<file path="config.mk">
export PLATFORM = sky130hd
export DESIGN_NAME = booth_mul_seq
export DESIGN_NICKNAME = d
export VERILOG_FILES = /design/src/rtl/booth_mul_pkg.sv /design/src/rtl/booth_mul_seq_digit_sel.sv /design/src/rtl/booth_mul_seq.sv
export SDC_FILE = /design/constraint.sdc
export NUM_CORES = 1
export LEC_CHECK = 0
export BUFFER_PORTS_ARGS = -buffer_cell sky130_fd_sc_hd__buf_2
export CAP_MARGIN = 5
export CORE_ASPECT_RATIO = 0.8
export CORE_MARGIN = 4
export CORE_UTILIZATION = 39
export CTS_BUF_LIST = sky130_fd_sc_hd__clkbuf_16
export DETAILED_ROUTE_END_ITERATION = 16
export PLACE_DENSITY = 0.66
export SYNTH_ARGS = -nofsm -noshare
export SYNTH_HDL_FRONTEND = slang
export SYNTH_HIERARCHICAL = 1
export SYNTH_SLANG_ARGS = --single-unit
</file>
<file path="constraint.sdc">
create_clock -name clk -period 6 [get_ports clk]
set_input_delay 0.6 -clock clk [delete_from_list [all_inputs] [get_ports clk]]
set_output_delay 0.6 -clock clk [all_outputs]
set_load 0.05 [all_outputs]
</file>
<file path="src/rtl/booth_mul_pkg.sv">
// Shared types and helpers for the sequential radix-4 Booth multiplier.
// FSM states, Booth digit encoding and digit-count helper.
package booth_mul_pkg;

    typedef enum logic [1:0] {
        IDLE,
        BUSY,
        DONE
    } state_e;

    typedef enum logic [2:0] {
        ZERO,
        POS1,
        POS2,
        NEG1,
        NEG2
    } digit_e;

    function automatic int num_digits(input int width);
        return width / 2 + 1;
    endfunction

    function automatic digit_e decode(input logic [2:0] win);
        digit_e d;
        d = ZERO;
        unique case (win)
            3'b000, 3'b111: d = ZERO;
            3'b001, 3'b010: d = POS1;
            3'b011:         d = POS2;
            3'b100:         d = NEG2;
            3'b101, 3'b110: d = NEG1;
            default:        d = ZERO;
        endcase
        return d;
    endfunction

endpackage

</file>
<file path="src/rtl/booth_mul_seq_digit_sel.sv">
// Radix-4 Booth partial-product selector: maps a 3-bit multiplier
// window onto 0, +/-M or +/-2M at full accumulator width.
module booth_digit_sel
    import booth_mul_pkg::*;
#(
    parameter int PW = 34
) (
    input  logic [2:0]    window,
    input  logic [PW-1:0] m,
    output logic [PW-1:0] pp
);

    digit_e digit;

    assign digit = decode(window);

    always_comb begin
        pp = '0;
        unique case (digit)
            ZERO:    pp = '0;
            POS1:    pp = m;
            POS2:    pp = m << 1;
            NEG1:    pp = -m;
            NEG2:    pp = -(m << 1);
            default: pp = '0;
        endcase
    end

endmodule

</file>
<file path="src/rtl/booth_mul_seq.sv">
// Sequential radix-4 Booth multiplier, one digit per cycle, valid/ready
// on both sides. Define BOOTH_MUL_SEQ_EARLY_TERM_EN for early exit.
module booth_mul_seq
    import booth_mul_pkg::*;
#(
    parameter int WIDTH = 16
) (
    input  logic               clk,
    input  logic               rst_n,
    input  logic               in_valid,
    output logic               in_ready,
    input  logic               in_signed,
    input  logic [WIDTH-1:0]   in_a,
    input  logic [WIDTH-1:0]   in_b,
    output logic               out_valid,
    input  logic               out_ready,
    output logic [2*WIDTH-1:0] out_prod
);

    localparam int PW = 2 * WIDTH + 2;
    localparam int QW = WIDTH + 3;
    localparam int N  = num_digits(WIDTH);
    localparam int CW = $clog2(N + 1);
    localparam logic [CW-1:0] LAST = CW'(N - 1);

    state_e          state;
    state_e          state_n;
    logic [PW-1:0]   m;
    logic [PW-1:0]   acc;
    logic [PW-1:0]   pp;
    logic [QW-1:0]   q;
    logic [QW-1:0]   q_sh;
    logic [CW-1:0]   cnt;
    logic            accept;
    logic            last;
    logic            ext;
    logic            unused_acc_top;

    assign in_ready  = rst_n & ((state == IDLE) |
                                ((state == DONE) & out_ready));
    assign accept    = in_valid & in_ready;
    assign out_valid = (state == DONE);
    assign out_prod  = acc[2*WIDTH-1:0];
    assign ext       = in_signed & in_b[WIDTH-1];
    assign q_sh      = {{2{q[QW-1]}}, q[QW-1:2]};

    // Guard bits above the product only keep the modular sum exact.
    assign unused_acc_top = ^acc[PW-1:2*WIDTH];

`ifdef BOOTH_MUL_SEQ_EARLY_TERM_EN
    // Once Q is pure sign, every remaining digit decodes to zero.
    assign last = (cnt == LAST) | (q_sh == '0) | (&q_sh);
`else
    assign last = (cnt == LAST);
`endif

    booth_digit_sel #(
        .PW(PW)
    ) u_sel (
        .window(q[2:0]),
        .m     (m),
        .pp    (pp)
    );

    always_comb begin
        state_n = state;
        unique case (state)
            IDLE:    if (accept) state_n = BUSY;
            BUSY:    if (last) state_n = DONE;
            DONE: begin
                if (accept)         state_n = BUSY;
                else if (out_ready) state_n = IDLE;
            end
            default: state_n = IDLE;
        endcase
    end

    always_ff @(posedge clk) begin
        if (!rst_n) begin
            state <= IDLE;
            m     <= '0;
            q     <= '0;
            acc   <= '0;
            cnt   <= '0;
        end else begin
            state <= state_n;
            if (accept) begin
                m   <= in_signed ? {{(WIDTH+2){in_a[WIDTH-1]}}, in_a}
                                 : {{(WIDTH+2){1'b0}}, in_a};
                q   <= {ext, ext, in_b, 1'b0};
                acc <= '0;
                cnt <= '0;
            end else if (state == BUSY) begin
                acc <= acc + pp;
                m   <= m << 2;
                q   <= q_sh;
                cnt <= cnt + 1'b1;
            end
        end
    end

endmodule

</file>
## Yosys cells after proc, flatten, opt, wreduce, memory -nomap -nowiden

Memories as Yosys holds them, arrays and structs flattened.
Index checks and enable logic that the tools add are counted.

| storage, ports and cells | value |
|---|---|
| bits in registers | 93 |
| bits in latches | 0 |
| memory bits (writable) | 0 |
| ROM bits | 24 |
| input port bits | 37 |
| word-level logic and storage cells | 43 |
| memories | 1 |

| cells by class | value |
|---|---|
| add/subtract/negate cells | 4 |
| multiply operators | 0 |
| divide/modulo/power cells | 0 |
| $lt $le $gt $ge | 0 |
| equality and inequality tests | 10 |
| shift operators | 0 |
| mux-type cells | 11 |
| bitwise gates (word level) | 6 |
| reductions and logical operators | 4 |

Memory list:

| name | depth | width | read ports | clocked after memory_dff | wr ports | RTL line | RTL |
|---|---|---|---|---|---|---|---|
| (name not given) | 8 | 3 | 1 | 0 | 0 | booth_mul_pkg.sv:26 | `unique case (win)` |

Operators by type and width:

| cell | number |
|---|---|
| 34-bit one-hot mux with 4 select lines | 1 |
| 34-bit two-way mux | 3 |
| 34-bit negation | 2 |
| 34-bit adder | 1 |
| 19-bit two-way mux | 1 |
| 18-bit two-way mux | 1 |
| 2-bit two-way mux | 4 |
| 3-bit by 2-bit equality test with 1-bit output (second input constant) | 2 |
| 2-bit one-hot mux with 3 select lines | 1 |
| 4-bit by 1-bit adder with 4-bit output (second input constant) | 1 |
| 1-bit AND | 4 |
| 4-bit equality test (second input constant) | 1 |
| 2-bit inequality test (second input constant) | 2 |
| 3-bit by 1-bit equality test with 1-bit output (second input constant) | 1 |
| 3-bit equality test (second input constant) | 1 |
| 3-bit by 1-bit inequality test with 1-bit output (second input constant) | 1 |
| 3-bit AND reduction | 1 |
| 2-bit by 1-bit equality test with 1-bit output (second input constant) | 1 |
| 2-bit equality test (second input constant) | 1 |
| 2-bit logical NOT | 1 |
| 2-bit nonzero test | 1 |
| 2-bit OR reduction | 1 |
| 1-bit NOT | 1 |
| 1-bit OR | 1 |

## Depth between registers and ports, before layout

| depth | value |
|---|---|
| depth in word-level cells | 7 |
| depth in mapped cells | 19 |

## By module

Netlist, hierarchy kept.

By module, submodules not included:

| module | instances | cells an instance | area an instance (um^2) |
|---|---|---|---|
| booth_mul_seq | 1 | 640 | 5157.4 |
| booth_digit_sel | 1 | 283 | 1816.7 |

## Worst setup path before layout

OpenSTA, ideal clock, no wires.

| timing | value |
|---|---|
| kind | register to register |
| from | reg q[0] |
| to | reg acc[28] |
| setup time | 119 ps |
| arrival time | 3890 ps |
| required time | 5881 ps |
| path slack | 1992 ps |
| cell stages (with the launch flop) | 19 |
| path buffers | 3 |
| period minus slack after synthesis | 4008 ps |
| path through | dfxtp_1 inv_1 ha_1 clkbuf_1 or2_2 clkbuf_1 clkbuf_1 a21oi_1 a221o_1 fa_1 a21o_1 a221oi_2 o21ai_2 a21o_1 a2111oi_4 nor2_1 a21oi_2 xor2_1 o21ai_1 |

| on the way | value |
|---|---|
| longest elaborated chain between the ends | 4 |

Ends and longest elaborated chain:

| element | RTL line | RTL |
|---|---|---|
| from (decl) | booth_mul_seq.sv:31 | `logic [QW-1:0] q;` |
| from (signal assigned) | booth_mul_seq.sv:90 | `q <= {ext, ext, in_b, 1'b0};` |
| from (signal assigned) | booth_mul_seq.sv:96 | `q <= q_sh;` |
| memory read 8 x 3 bit (*) | n/a |  |
| 3-bit equality test, or another cell as far along | booth_mul_seq_digit_sel.sv:19 | `unique case (digit)` |
| 34-bit one-hot mux with 4 select lines (*) | booth_mul_seq_digit_sel.sv:19 |  |
| named net pp[1] | booth_mul_seq.sv:30 | `logic [PW-1:0] pp;` |
| 34-bit adder (*) | booth_mul_seq.sv:94 | `acc <= acc + pp;` |
| to (signal assigned) | booth_mul_seq.sv:94 |  |
| to (decl) | booth_mul_seq.sv:29 | `logic [PW-1:0] acc;` |

Mark *: on every way through the listed nets, which the timed path passes. The rest lies on a longest branch.
A chain may end at the register's enable or synchronous reset.

## Worst setup path after layout

| timing | value |
|---|---|
| from | reg q[1] |
| to | reg acc[28] |

The elaborated chain is that of the path after synthesis.

==> metrics.md <==
| Metric | Value |
|---|---|
| CTS-repair resized insts | 0 |
| Antenna Cells | 0 |
| Reg2reg end | acc[28] |
| Crit-path max FO | 34 |
| Initial core utilization | roughly two fifths |
| # fillers | roughly 1700 |
| Core area | 0.0168 mm² |
| Top cell by count, worst path | ha_1 |
| CTS tree | yes |
| Htree depth | 3 |
| FMAX | between 200 and 250 MHz |
| Reg2reg start | q[1] |
| Pin count of the biggest net entering global routing | 62 |
| Share of cells above drive strength 1 | 14.3% |
| Clock-pin transition on the worst setup and hold timing paths | ~0.080 ns |
| YS warnings | 6 |
| Die area | 0.0196 mm² |
| Initial antenna violation count | 0 |
| Max-cap violations | 0 |
| Leakage power figure | 3.33 nW |
| Synth Instances | 904 |
| Std-Cell Rows | 42 |
| Layout Nets | roughly 1000 |
| Die Ht | around 130 µm |
| CP max stage cell | or2_2 |
| Hold_ws | about 0.47 ns |
| Mapped Nets | around 980 |
| Placed cell area | roughly 0.0072 mm² |
| CTS hold repair buffers | 0 |
| Worst Path Arrival | about 4.6 ns |
| Buf+Inv Stages, Crit Path | 1 |
| Cells on worst reg2reg path | 16 |
| Clock Sinks | 89 |
| Final period util | 72.8% |
| CP Data Required Time | between 6 and 7 ns |
| Clk_skew | 0.0191 ns |
| Cell family with most CP delay | compound AO/OA/AOI/OAI gates |
| DR DRC count | 0 |
| Clk_lat worst skew | approximately 0.37 ns |
| Number of global-route vias before repair | between 5000 and 6000 |
| Placed Cells incl. Taps | 1130 |
| Fin. max-slew vios | 0 |
| CP cell instances | inv_1 > ha_1 > or2_2 > o21ai_0 > a221oi_1 > o31ai_1 > ha_1 > and3_1 > a221oi_2 > o21ai_2 > a21o_1 > a2111oi_4 > nor2_1 > a21oi_2 > xor2_1 > o21ai_1 |
| Worst hold stages | 2 |
| RePlAce Congestion | a little under 0.9 |
| Wire per inst | 16.1 µm |
| Reg2Reg Setup Slack | around 1.6 ns |
| Mapped Avg Cell Area | 7.53 µm² |
| Setup crit start kind | register |
| CP Depth | 16 |
| Reg area | approximately 0.0018 mm² |
| Total gr overflow | 0 |
| Top-level I/O count | between 70 and 80 |
| CP max stage delay | approximately 0.59 ns |
| First-pass GRT wire length | approximately 30000 µm |
| Area of the mapped netlist | just under 0.007 mm² |
| Setup TNS | 0 ns |
| DP Wirelength | 13100 µm |
| Area grow syn2layout | 10.4% |
| RSZ-0062 raised after global routing | false |
| Fin area | roughly 0.0075 mm² |
| Antenna Violating Nets Remaining | 0 |
| Pwr per Cell Area | approximately 240 mW/mm² |
| WS Path Type | reg -> reg |
| Clock buffer depth | 2 |
| Final WL | between 15000 and 20000 µm |
| Final core occ | 44.7% |
| Clock Tree Root | clkbuf_16 |
| Final setup viols | 0 |
| GR Util All Layers | ~19% |
| Fin crit period | 4.37 ns |
| Post-Layout Cell Count | roughly 1100 |
| Peak VDD IR | approximately 0.15 mV |
| Multi-input combinational cell area | approximately 0.0047 mm² |
| Final Hold Vio Count | 0 |
| Min-Delay Path Class | in -> reg |
| Least-Margin Pin Slew | just over 1 ns |
| Nature of the critical path endpoint | register |
| Num CTS Buffers | 9 |
| Place WS | about 1.7 ns |
| Hold Path End | q[12] |
| Total Power | 1.79 mW |
| Final setup margin | roughly 1.6 ns |
| Initial DRC count | approximately 570 |
| Vias per cell | 5.85 |
| Die width | around 160 µm |
| DRT Pass-1 Iters | 5 |
| Routed vias | between 6000 and 7000 |
| Hold Startpoint | in_b[11] |
| Relative slew slack | 31.0% |
| Post-CTS setup buffers | 0 |
| Status | finished, final reports clean |
| I/O Buffers | 70 |
[worst reg2reg max path: cells and delay by family, from the launching register on]
kind	cells	cell delay [ns]
compound gates	9	1.97
xor+xnor	1	0.15
fa+ha+maj	2	0.77
buf+inv	1	0.06
flops	1	0.39
simple gates	3	0.93
[layout make-up]
cell class / count / area share (%)
clock inverters: 7 / 1.05
flip-flops and latches: 89 / 23.7
inverters: 12 / 0.600
repair buffers: 78 / 5.46
clock buffers: 9 / 3.00
multi-input cells: 731 / 62.5
well taps: 220 / 3.66
[how the worst max path moves through the flow]
| stage | startpoint | to | slack, ns |
|---|---|---|---|
| after floorplan | q[0] | acc[28] | 1.99 |
| after global placement | q[0] | acc[20] | 1.78 |
| final | q[1] | acc[28] | 1.63 |
| after detailed placement | m[1] | acc[30] | 1.73 |
| after CTS | q[1] | acc[28] | 1.68 |
| after global routing | q[1] | acc[28] | 1.30 |
[cells in the final DEF, fill, tap and decap left out, types with 4 or more instances in the layout]
cell type    n
nand2_1    146
dfxtp_1     89
a21oi_1     76
buf_2       70
o21ai_0     55
nor2_1      53
nand3_1     49
ha_1        36
o211a_1     29
nor3_1      25
xor2_1      23
xnor2_1     22
a21o_1      18
nor4_1      14
inv_1       12
nand4_1     12
a22oi_1     12
o211ai_1    11
a221o_1      9
clkbuf_16    9
buf_4        8
and2_1       7
and3_1       7
a31oi_1      7
or2_2        7
o31ai_1      7
nor2b_1      5
o21a_1       5
a211oi_1     5
or3_1        5
a21boi_0     5
a22o_1       5
o311ai_0     4
[registers in the layout, summed over array words and instances (netlist names)]
| signal | flops |
|---|---|
| cnt | 4 |
| state | 2 |
| acc | 32 |
| q | 19 |
| m | 32 |
[where the power goes]
group,total (mW),switching [mW],internal (mW)
clock,0.586,0.290,0.297
combinational,0.493,0.313,0.180
sequential,0.706,0.0735,0.632
[metal layers]
| layer | vias to the layer above | global-route usage (%) | wire length, µm | share of wire [%] |
|---|---|---|---|---|
| met4 | 0 | 3.86 | 184 | 1.0 |
| met1 | 3113 | 30.2 | 9660 | 52 |
| met2 | 227 | 24.1 | 7030 | 38 |
| met3 | 15 | 4.15 | 1550 | 8.4 |
| li1 | 3349 | - | - | - |
| met5 | - | 0 | 0 | 0 |
No activity file was read; power rests on OpenSTA's default activity.
